**config.mk**
```make
export PLATFORM = sky130hd
export DESIGN_NAME = iterative_muldiv
export DESIGN_NICKNAME = d
export VERILOG_FILES = /design/src/rtl/muldiv_pkg.sv /design/src/rtl/muldiv_step.sv /design/src/rtl/iterative_muldiv.sv
export SDC_FILE = /design/constraint.sdc
export NUM_CORES = 1
export LEC_CHECK = 0
export BUFFER_PORTS_ARGS = -buffer_cell sky130_fd_sc_hd__clkbuf_2
export CAP_MARGIN = 30
export CORE_ASPECT_RATIO = 1.75
export CORE_MARGIN = 4
export CORE_UTILIZATION = 35
export DETAILED_ROUTE_END_ITERATION = 10
export MAX_ROUTING_LAYER = met4
export PLACE_DENSITY_LB_ADDON = 0.15
export SLEW_MARGIN = 40
export SYNTH_ARGS = -nofsm -noshare
export SYNTH_HDL_FRONTEND = slang
export SYNTH_SLANG_ARGS = --single-unit
```
**constraint.sdc**
```tcl
create_clock -name clk -period 4.1 [get_ports clk]
set_input_delay 1.025 -clock clk [delete_from_list [all_inputs] [get_ports clk]]
set_output_delay 1.025 -clock clk [all_outputs]
set_load 0.01 [all_outputs]
```
**src/rtl/muldiv_pkg.sv**
```systemverilog
// Shared types and helpers for the iterative RV32M multiply/divide unit.
// Op encodings follow the funct3 field of the M extension.
package muldiv_pkg;

  typedef enum logic [2:0] {
    OP_MUL    = 3'b000,
    OP_MULH   = 3'b001,
    OP_MULHSU = 3'b010,
    OP_MULHU  = 3'b011,
    OP_DIV    = 3'b100,
    OP_DIVU   = 3'b101,
    OP_REM    = 3'b110,
    OP_REMU   = 3'b111
  } muldiv_op_e;

  typedef enum logic [1:0] {
    IDLE,
    CALC,
    FIX,
    DONE
  } muldiv_state_e;

  function automatic int iter_count(
    input int xlen,
    input int bpc
  );
    return xlen / bpc;
  endfunction

endpackage

```
**src/rtl/muldiv_step.sv**
```systemverilog
// One radix-2 step: shift-add multiply or restoring divide.
// {hi,lo} is the product/remainder:quotient pair.
module muldiv_step #(
  parameter int XLEN = 32
) (
  input  logic            i_div,
  input  logic [XLEN-1:0] i_hi,
  input  logic [XLEN-1:0] i_lo,
  input  logic [XLEN-1:0] i_opd,
  output logic [XLEN-1:0] o_hi,
  output logic [XLEN-1:0] o_lo
);

  logic [XLEN:0] w_sum;
  logic [XLEN:0] w_sh;
  logic [XLEN:0] w_diff;

  assign w_sum = {1'b0, i_hi}
               + ({1'b0, i_opd} & {(XLEN+1){i_lo[0]}});
  assign w_sh   = {i_hi, i_lo[XLEN-1]};
  assign w_diff = w_sh - {1'b0, i_opd};

  always_comb begin
    o_hi = w_sum[XLEN:1];
    o_lo = {w_sum[0], i_lo[XLEN-1:1]};
    if (i_div) begin
      // Remainder stays below divisor, so the borrow bit is the sign.
      if (w_diff[XLEN]) begin
        o_hi = w_sh[XLEN-1:0];
        o_lo = {i_lo[XLEN-2:0], 1'b0};
      end else begin
        o_hi = w_diff[XLEN-1:0];
        o_lo = {i_lo[XLEN-2:0], 1'b1};
      end
    end
  end

endmodule

```
**src/rtl/iterative_muldiv.sv**
```systemverilog
// Multi-cycle RV32M multiply/divide unit for the execute stage.
// Works on magnitudes, then fixes signs in a single FIX cycle.
module iterative_muldiv
  import muldiv_pkg::*;
#(
  parameter int XLEN           = 32,
  parameter int BITS_PER_CYCLE = 1
) (
  input  logic            clk,
  input  logic            reset,
  input  logic            start,
  input  logic [2:0]      op,
  input  logic [XLEN-1:0] a,
  input  logic [XLEN-1:0] b,
  input  logic            flush,
  output logic            ready,
  output logic            busy,
  output logic            done,
  output logic [XLEN-1:0] result
);

  localparam int ITER = iter_count(XLEN, BITS_PER_CYCLE);
  localparam int CW   = $clog2(ITER + 1);

  if (!((BITS_PER_CYCLE == 1 || BITS_PER_CYCLE == 2 ||
         BITS_PER_CYCLE == 4) &&
        (XLEN % BITS_PER_CYCLE == 0))) begin : g_bad_cfg
    $error("iterative_muldiv: illegal BITS_PER_CYCLE");
  end

  muldiv_state_e   r_state;
  muldiv_state_e   w_next;
  muldiv_op_e      r_op;
  logic [XLEN-1:0] r_hi;
  logic [XLEN-1:0] r_lo;
  logic [XLEN-1:0] r_opd;
  logic [XLEN-1:0] r_result;
  logic            r_neg_q;
  logic            r_neg_r;
  logic [CW-1:0]   r_cnt;

  muldiv_op_e      w_op;
  logic            w_a_sgn;
  logic            w_b_sgn;
  logic [XLEN-1:0] w_mag_a;
  logic [XLEN-1:0] w_mag_b;
  logic            w_b_zero;
  logic            w_ovf;
  logic            w_special;
  logic [XLEN-1:0] w_spec_val;
  logic            w_accept;

  assign w_op    = muldiv_op_e'(op);
  assign w_mag_a = w_a_sgn ? -a : a;
  assign w_mag_b = w_b_sgn ? -b : b;

  always_comb begin
    w_a_sgn = 1'b0;
    w_b_sgn = 1'b0;
    unique case (1'b1)
      (w_op == OP_MUL), (w_op == OP_MULH),
      (w_op == OP_DIV), (w_op == OP_REM): begin
        w_a_sgn = a[XLEN-1];
        w_b_sgn = b[XLEN-1];
      end
      (w_op == OP_MULHSU): w_a_sgn = a[XLEN-1];
      default: ;
    endcase
  end

  assign w_b_zero = (b == '0);
  assign w_ovf    = (w_op == OP_DIV || w_op == OP_REM)
                  && (a == {1'b1, {(XLEN-1){1'b0}}})
                  && (b == '1);
  assign w_special = op[2] && (w_b_zero || w_ovf);

  // op[1] separates REM/REMU from DIV/DIVU
  always_comb begin
    w_spec_val = '0;
    if (w_b_zero) w_spec_val = op[1] ? a : '1;
    else          w_spec_val = op[1] ? '0 : a;
  end

  assign ready    = (r_state == IDLE) || (r_state == DONE);
  assign busy     = (r_state == CALC) || (r_state == FIX);
  assign done     = (r_state == DONE);
  assign result   = r_result;
  assign w_accept = ready && start && !flush;

  always_comb begin
    w_next = r_state;
    if (flush) begin
      w_next = IDLE;
    end else begin
      unique case (r_state)
        IDLE, DONE: begin
          w_next = IDLE;
          if (start) w_next = w_special ? DONE : CALC;
        end
        CALC: if (r_cnt == CW'(1)) w_next = FIX;
        FIX:  w_next = DONE;
        default: w_next = IDLE;
      endcase
    end
  end

  always_ff @(posedge clk or negedge reset) begin
    if (!reset) r_state <= IDLE;
    else        r_state <= w_next;
  end

  logic [XLEN-1:0] w_hi [BITS_PER_CYCLE+1];
  logic [XLEN-1:0] w_lo [BITS_PER_CYCLE+1];
  logic            w_div;

  assign w_div   = r_op[2];
  assign w_hi[0] = r_hi;
  assign w_lo[0] = r_lo;

  for (genvar i = 0; i < BITS_PER_CYCLE; i++) begin : g_step
    muldiv_step #(
      .XLEN (XLEN)
    ) u_step (
      .i_div (w_div),
      .i_hi  (w_hi[i]),
      .i_lo  (w_lo[i]),
      .i_opd (r_opd),
      .o_hi  (w_hi[i+1]),
      .o_lo  (w_lo[i+1])
    );
  end

  logic [2*XLEN-1:0] w_prod;
  logic [2*XLEN-1:0] w_prod_s;
  logic [XLEN-1:0]   w_quo;
  logic [XLEN-1:0]   w_rem;
  logic [XLEN-1:0]   w_fix;

  assign w_prod   = {r_hi, r_lo};
  assign w_prod_s = r_neg_q ? -w_prod : w_prod;
  assign w_quo    = r_neg_q ? -r_lo : r_lo;
  assign w_rem    = r_neg_r ? -r_hi : r_hi;

  always_comb begin
    w_fix = '0;
    unique case (r_op)
      OP_MUL:    w_fix = w_prod_s[XLEN-1:0];
      OP_MULH:   w_fix = w_prod_s[2*XLEN-1:XLEN];
      OP_MULHSU: w_fix = w_prod_s[2*XLEN-1:XLEN];
      OP_MULHU:  w_fix = r_hi;
      OP_DIV:    w_fix = w_quo;
      OP_DIVU:   w_fix = r_lo;
      OP_REM:    w_fix = w_rem;
      OP_REMU:   w_fix = r_hi;
      default:   w_fix = '0;
    endcase
  end

  always_ff @(posedge clk or negedge reset) begin
    if (!reset) begin
      r_op     <= OP_MUL;
      r_hi     <= '0;
      r_lo     <= '0;
      r_opd    <= '0;
      r_result <= '0;
      r_neg_q  <= 1'b0;
      r_neg_r  <= 1'b0;
      r_cnt    <= '0;
    end else if (w_accept) begin
      r_op    <= w_op;
      r_neg_q <= w_a_sgn ^ w_b_sgn;
      r_neg_r <= w_a_sgn;
      r_hi    <= '0;
      r_lo    <= op[2] ? w_mag_a : w_mag_b;
      r_opd   <= op[2] ? w_mag_b : w_mag_a;
      r_cnt   <= CW'(ITER);
      if (w_special) r_result <= w_spec_val;
    end else if (r_state == CALC && !flush) begin
      r_hi  <= w_hi[BITS_PER_CYCLE];
      r_lo  <= w_lo[BITS_PER_CYCLE];
      r_cnt <= r_cnt - CW'(1);
    end else if (r_state == FIX && !flush) begin
      r_result <= w_fix;
    end
  end

endmodule

```
==> flow_metrics.py, run 1 <==
metrics = {
    "die": {
        "initial_core_util": 0.354,
        "width_of_the_chip_um": 166,
        "placeableCoreArea_sq_um": 43300,
        "dieArea_sq_um": 47300,
        "num_io_pins": 106,
        "placementRows": 101,
        "fp.dieH_um": 285,
    },
    "layout": {
        "area_growth_syn_to_layout_pct": 17.7,
        "drive_above_1_share": 0.155,
        "diodes": 0,
        "fillerInstances": 4500,
        "layout_commonest_cell": "sky130_fd_sc_hd__nand2_1",
        "multiInputGateArea_sq_um": 11000,
        "nNetsFinal": 2378,
        "most-common-layout-cells": "sky130_fd_sc_hd__nand2_1 (214), sky130_fd_sc_hd__o21ai_0 (210), sky130_fd_sc_hd__nor2_1 (195)",
        "final-seq-area_sq_um": 3530,
    },
    "detailed_routing": {
        "via_count": 16800,
        "drtPass1Iterations": 8,
        "route.detailed.vias_per_inst": 5.99,
        "postRouteWirelength_um": 70700,
        "drtIter0Drc": 1080,
        "ant_nets": 0,
        "route.detailed.wl_per_inst_um": 25.2,
        "detail_route.drc_violations": 0,
    },
    "worst_setup_path": {
        "path_max_fanout": 6,
        "cp_data_arrival_time_ps": 4270,
        "critical_path.n_buffers_inverters": 1,
        "crit_path_start_kind": "flop",
        "cp_slowest_stage_delay_ps": 540,
        "cp_data_required_time_ps": 4440,
        "worst-r2r-cell-count": 11,
        "worst-setup-path-type": "flop to flop",
        "timing.rr.start": "r_lo[0]",
        "reg2reg_setup_slack_ps": 170,
        "reg2reg_to": "result[21]",
        "endpoint_kind": "flop",
        "crit_path_cell_trace": "buf_4 > or4_1 > or4_1 > or4_4 > or2_4 > or4_4 > o21ai_2 > xor2_1 > nor2_1 > o32ai_2 > o21ai_1",
        "critPathSlowestCell": "sky130_fd_sc_hd__or4_1",
        "worst_path_dominant_cell_family": "simple AND/OR/NAND/NOR gates",
    },
    "power_and_ir_drop": {
        "pwr_density_cell_nw_per_um2": 862,
        "design_power_total_mw": 15.6,
        "p_leak_nw": 7.82,
        "peakVddDrop_v": 0.000447,
    },
    "clock_tree": {
        "cts_made_buffers": 17,
        "clkTransAtPathRegs_ps": 70,
        "tritoncts_clock_tree": "yes",
        "cts_num_sinks": 141,
        "insertion_delay_ps": 460,
        "clock_tree.root_cell": "sky130_fd_sc_hd__clkbuf_16",
        "cts_buffer_depth": 2,
        "cts.repair_timing.setup_buffer_count": 0,
        "total_number_of_h_tree_levels": 4,
    },
    "global_route": {
        "overflow": 0,
        "antenna_found_initial": 0,
        "grt_pass1_wl_um": 105000,
        "grt_start_max_net_pins": 80,
        "grt_usage": 0.298,
        "grt_pass1_vias": 16800,
    },
    "sta": {
        "setup_viol": 0,
        "total_neg_setup_slack_ps": 0,
        "worst_hold_slack_ps": 483,
        "tightestPinTransition_ps": 954,
        "final-hold-violation-count": 0,
        "post-route-period-util": 0.958,
        "timing.final.max_slew_violations": 0,
        "crit_path_time_final_ps": 3930,
        "rsz0062_at_grt": "no",
        "max_freq_mhz": 255,
        "max-slew-margin-rel": 0.364,
        "worst_clock_skew_ps": 17.0,
    },
    "min_path": {
        "hold_path_end": "r_opd[6]",
        "timing.hold.worst_path_depth": 2,
        "worst_hold_path_type": "flop to flop",
        "hold_start": "r_opd[6]",
    },
    "yosys": {
        "synthesis.instances": 2082,
        "yosysWarningCount": 0,
        "syn-mean-instance-area_sq_um": 7.36,
        "mappedNetlistArea_sq_um": 15300,
        "synth_seq_cells": 141,
        "synth.yosys.seq_area_share": 0.230,
        "synth_edf_count": 0,
        "synthesis.nets": 2229,
        "synth-async-reset-ratio": 1.00,
        "synthDistinctLibCells": 76,
        "ys_dominant_reg_cell": "sky130_fd_sc_hd__dfrtp_1",
    },
    "outcome": {
        "outcome": "complete, no violations",
    },
    "flow_run": {
        "max_cap_viol_count": 0,
    },
    "placed_design": {
        "post-dp-hpwl_um": 56700,
        "numPortBuffers": 105,
        "gp_congestion": 1.01,
    },
}
==> how the worst max path moves through the flow <==
| stage | from | to | cells after the start |
|---|---|---|---|
| finish | r_lo[0] | result[21] | 11 |
| global route | r_opd[0] | r_hi[31] | 17 |
| CTS | r_hi[2] | result[22] | 11 |
| detailed placement | b[10] | result[19] | 12 |
| global placement | r_hi[2] | result[22] | 11 |
| floorplan | a[4] | result[27] | 11 |
==> sequential cells by signal, summed over array words and instances, names as in the netlist <==
signal,cells
r_neg_q,1
r_neg_r,1
r_cnt,6
r_state,2
r_lo,32
r_hi,32
result,32
r_opd,32
r_op,3
==> cell type report <==
cell class | instances | share of cell area
clock buffers | 21 | 0.0255
repair buffers | 280 | 0.106
inverters | 73 | 0.0152
flip-flops and latches | 141 | 0.196
clock inverters | 10 | 0.00707
well taps | 566 | 0.0392
multi-input cells | 1718 | 0.611
==> repair_timing <==
action | 4_1_cts | 5_1_grt
setup endpoints to repair | 0 | 8
gates resized for setup | 0 | 5
hold buffers | 0 | 0
==> Yosys cell counts (21+ instances only) <==
library cell / n / share of area
sky130_fd_sc_hd__xnor2_1: 87 / 0.050
sky130_fd_sc_hd__a21oi_1: 190 / 0.062
sky130_fd_sc_hd__o21ai_0: 211 / 0.069
sky130_fd_sc_hd__or4_1: 21 / 0.010
sky130_fd_sc_hd__o211ai_1: 30 / 0.015
sky130_fd_sc_hd__a21o_1: 35 / 0.017
sky130_fd_sc_hd__inv_1: 72 / 0.018
sky130_fd_sc_hd__clkbuf_1: 136 / 0.033
sky130_fd_sc_hd__o31ai_1: 28 / 0.014
sky130_fd_sc_hd__xor2_1: 62 / 0.035
sky130_fd_sc_hd__mux2i_1: 66 / 0.043
sky130_fd_sc_hd__nand2_1: 214 / 0.052
sky130_fd_sc_hd__nor2_1: 199 / 0.049
sky130_fd_sc_hd__nor3_1: 66 / 0.022
sky130_fd_sc_hd__dfrtp_1: 141 / 0.23
sky130_fd_sc_hd__o221ai_1: 37 / 0.021
sky130_fd_sc_hd__or3_1: 31 / 0.013
sky130_fd_sc_hd__maj3_1: 29 / 0.019
sky130_fd_sc_hd__nand3_1: 30 / 0.0098
sky130_fd_sc_hd__ha_1: 74 / 0.060
==> per-layer routing <==
metal | track usage | part of all wire | vias to the layer above | routed length, um
met1 | 0.301 | 0.35 | 8063 | 25000
met5 | - | 0 | - | 0
met4 | 0.210 | 0.087 | 0 | 6170
li1 | - | - | 7938 | -
met3 | 0.0325 | 0.044 | 198 | 3080
met2 | 0.535 | 0.51 | 617 | 36400
==> worst reg2reg max path, delay by kind of cell, from the launching register on <==
kind	cells	cell delay [ps]
simple gates	6	2450
xor+xnor	1	170
buf+inv	1	170
flops	1	410
compound gates	3	620
==> kinds of logic after synthesis <==
family	Yosys count	share of synthesized area
flops	141	0.230
xor+xnor	149	0.0852
fa+ha+maj	105	0.0820
mux	72	0.0475
compound gates	712	0.293
buf+inv	223	0.0549
simple gates	680	0.207
==> metrics by stage <==
stage	std cells	utilization	area [sq um]	setup slack [ps]
5_1_grt	2809	0.416	18000	11.0
3_3_place_gp	2776	0.401	17400	-95.1
2_1_floorplan	2082	-	15300	391
3_5_place_dp	2777	0.402	17400	83.1
6_report	2809	0.416	18000	172
4_1_cts	2808	0.416	18000	88.1
==> report_power, final <==
group          switching, mW  total (mW)  internal [mW]  leakage (nW)
Sequential             0.684        2.67           1.99          1.80
Combinational           7.02        11.3           4.23          5.73
Clock                  0.698        1.64          0.937         0.287
(Power assumes the default switching activity.)
==> run 2, diff against run 1 <==
- PLACE_DENSITY_LB_ADDON: 0.15 -> unset
==> flow_metrics.py, run 2 (synthesized netlist as in run 1, its figures left out) <==
metrics = {
    "clock_tree": {
        "cts_num_sinks": 141,
        "total_number_of_h_tree_levels": 4,
        "clkTransAtPathRegs_ps": 70,
        "clock_tree.root_cell": "sky130_fd_sc_hd__clkbuf_16",
        "cts_buffer_depth": 2,
        "cts.repair_timing.setup_buffer_count": 0,
        "cts_made_buffers": 17,
        "insertion_delay_ps": 470,
        "tritoncts_clock_tree": "yes",
        "cts_stage_hold_buffer_count": 0,
    },
    "sta": {
        "max_freq_mhz": 249,
        "crit_path_time_final_ps": 4020,
        "worst_hold_slack_ps": 411,
        "timing.final.max_slew_violations": 0,
        "setup_viol": 0,
        "max-slew-margin-rel": 0.378,
        "tightestPinTransition_ps": 925,
        "worst_clock_skew_ps": 13.4,
        "total_neg_setup_slack_ps": 0,
        "fin_ws_ps": 77.9,
        "final-hold-violation-count": 0,
        "post-route-period-util": 0.981,
    },
    "die": {
        "dieArea_sq_um": 47300,
        "placementRows": 101,
        "num_io_pins": 106,
        "initial_core_util": 0.354,
        "placeableCoreArea_sq_um": 43300,
        "fp.dieH_um": 285,
        "width_of_the_chip_um": 166,
    },
    "placed_design": {
        "post-dp-hpwl_um": 54700,
        "placed_cells_incl_taps": 2769,
        "numPortBuffers": 105,
        "place_area_sq_um": 17300,
        "post_placement_setup_slack_ps": -102,
        "gp_congestion": 1.08,
    },
    "worst_setup_path": {
        "timing.rr.start": "r_lo[0]",
        "reg2reg_to": "result[17]",
        "worst-setup-path-type": "flop to flop",
        "critPathSlowestCell": "sky130_fd_sc_hd__o22ai_1",
        "endpoint_kind": "flop",
        "worst-r2r-cell-count": 10,
        "crit_path_cell_trace": "buf_4 > or4_1 > or4_1 > or4_4 > or3_1 > o21ai_0 > xor2_1 > nor2_1 > o22ai_1 > o21ai_0",
        "cp_data_arrival_time_ps": 4340,
        "path_max_fanout": 6,
        "reg2reg_setup_slack_ps": 80,
        "cp_slowest_stage_delay_ps": 620,
        "cp_data_required_time_ps": 4420,
        "crit_path_start_kind": "flop",
    },
    "global_route": {
        "globalRouteMet1Util": 0.283,
        "grt.met2_usage": 0.504,
        "grt_start_max_net_pins": 79,
        "groute.layer.met3.usage": 0.0454,
        "grt_pass1_wl_um": 102000,
        "grt_pass1_vias": 16700,
        "overflow": 0,
        "grt_usage": 0.290,
        "grt_busiest_layer": "met2",
        "antenna_found_initial": 2,
    },
    "detailed_routing": {
        "ant_nets": 0,
        "drtIter0Drc": 1365,
        "drtPass1Iterations": 6,
        "postRouteWirelength_um": 69100,
        "route.detailed.wl_per_inst_um": 24.6,
        "detail_route.drc_violations": 0,
        "route.detailed.vias_per_inst": 6.14,
        "via_count": 17200,
    },
    "layout": {
        "fin_util": 0.415,
        "area_growth_syn_to_layout_pct": 17.4,
        "most-common-layout-cells": "sky130_fd_sc_hd__nand2_1 (213), sky130_fd_sc_hd__o21ai_0 (206), sky130_fd_sc_hd__nor2_1 (194)",
        "final-seq-area_sq_um": 3530,
        "layoutNonFillerInstCount": 2806,
        "stdcell_area_sq_um": 18000,
        "drive_above_1_share": 0.155,
        "layout_commonest_cell": "sky130_fd_sc_hd__nand2_1",
        "nNetsFinal": 2371,
        "multiInputGateArea_sq_um": 11000,
        "fillerInstances": 4442,
    },
    "power_and_ir_drop": {
        "p_leak_nw": 7.77,
        "pwr_density_cell_nw_per_um2": 865,
        "design_power_total_mw": 15.6,
        "peakVddDrop_v": 0.000371,
    },
    "flow_run": {
        "max_cap_viol_count": 0,
    },
    "outcome": {
        "outcome": "complete, no violations",
    },
    "min_path": {
        "worst_hold_path_type": "input pin to asynchronous set/reset pin",
    },
}
==> run 2: changes by cell type in the layout (fill, tap and decap cells not counted), sizes merged <==
cell    change
inv         +3
clkinv      +2
diode       +3
bufinv      -2
buf         -8
clkbuf      -1
==> run 2: where the power goes <==
part / switching (mW) / leakage (nW) / total (mW) / internal, mW
registers: 0.679 / 1.80 / 2.67 / 1.99
clock network: 0.728 / 0.275 / 1.54 / 0.814
logic: 7.15 / 5.69 / 11.4 / 4.20
==> run 2: timing repair <==
action	CTS	global route
hold endpoints to repair	0	0
resized for setup	0	9
endpoints found under the setup margin	0	11
==> run 2: cell type report <==
| cell class | count | share of cell area |
|---|---|---|
| antenna | 3 | 0.000417 |
| timing repair buffer | 273 | 0.104 |
| multi-input combinational | 1718 | 0.614 |
| inverter | 73 | 0.0152 |
| clock buffer | 19 | 0.0246 |
| tap | 566 | 0.0394 |
| clock inverter | 13 | 0.00668 |
| sequential | 141 | 0.196 |
==> run 2: routing by layer <==
metal | wire, um | vias to the layer above
met1 | 23400 | 8246
met4 | 6910 | 0
met2 | 34800 | 787
li1 | - | 7915
met3 | 3950 | 284
met5 | 0 | -
==> run 2: worst max path at each step <==
stage | from | endpoint | slack [ps] | depth (start not counted)
floorplan | a[4] | result[27] | 390 | 11
global placement | b[8] | result[11] | -230 | 10
detailed placement | b[8] | result[2] | -100 | 10
CTS | r_hi[2] | result[22] | 70 | 11
global route | r_lo[0] | result[17] | -4 | 10
finish | r_lo[0] | result[17] | 80 | 10
==> run 2: critical path, delay by kind of cell, from the launching register on <==
family	cells	cell delay [ps]
AOI/OAI and AO/OA	3	990
DFF	1	420
buffers and inverters	1	170
xor gates and xnor gates	1	170
and+or+nand+nor	5	2130
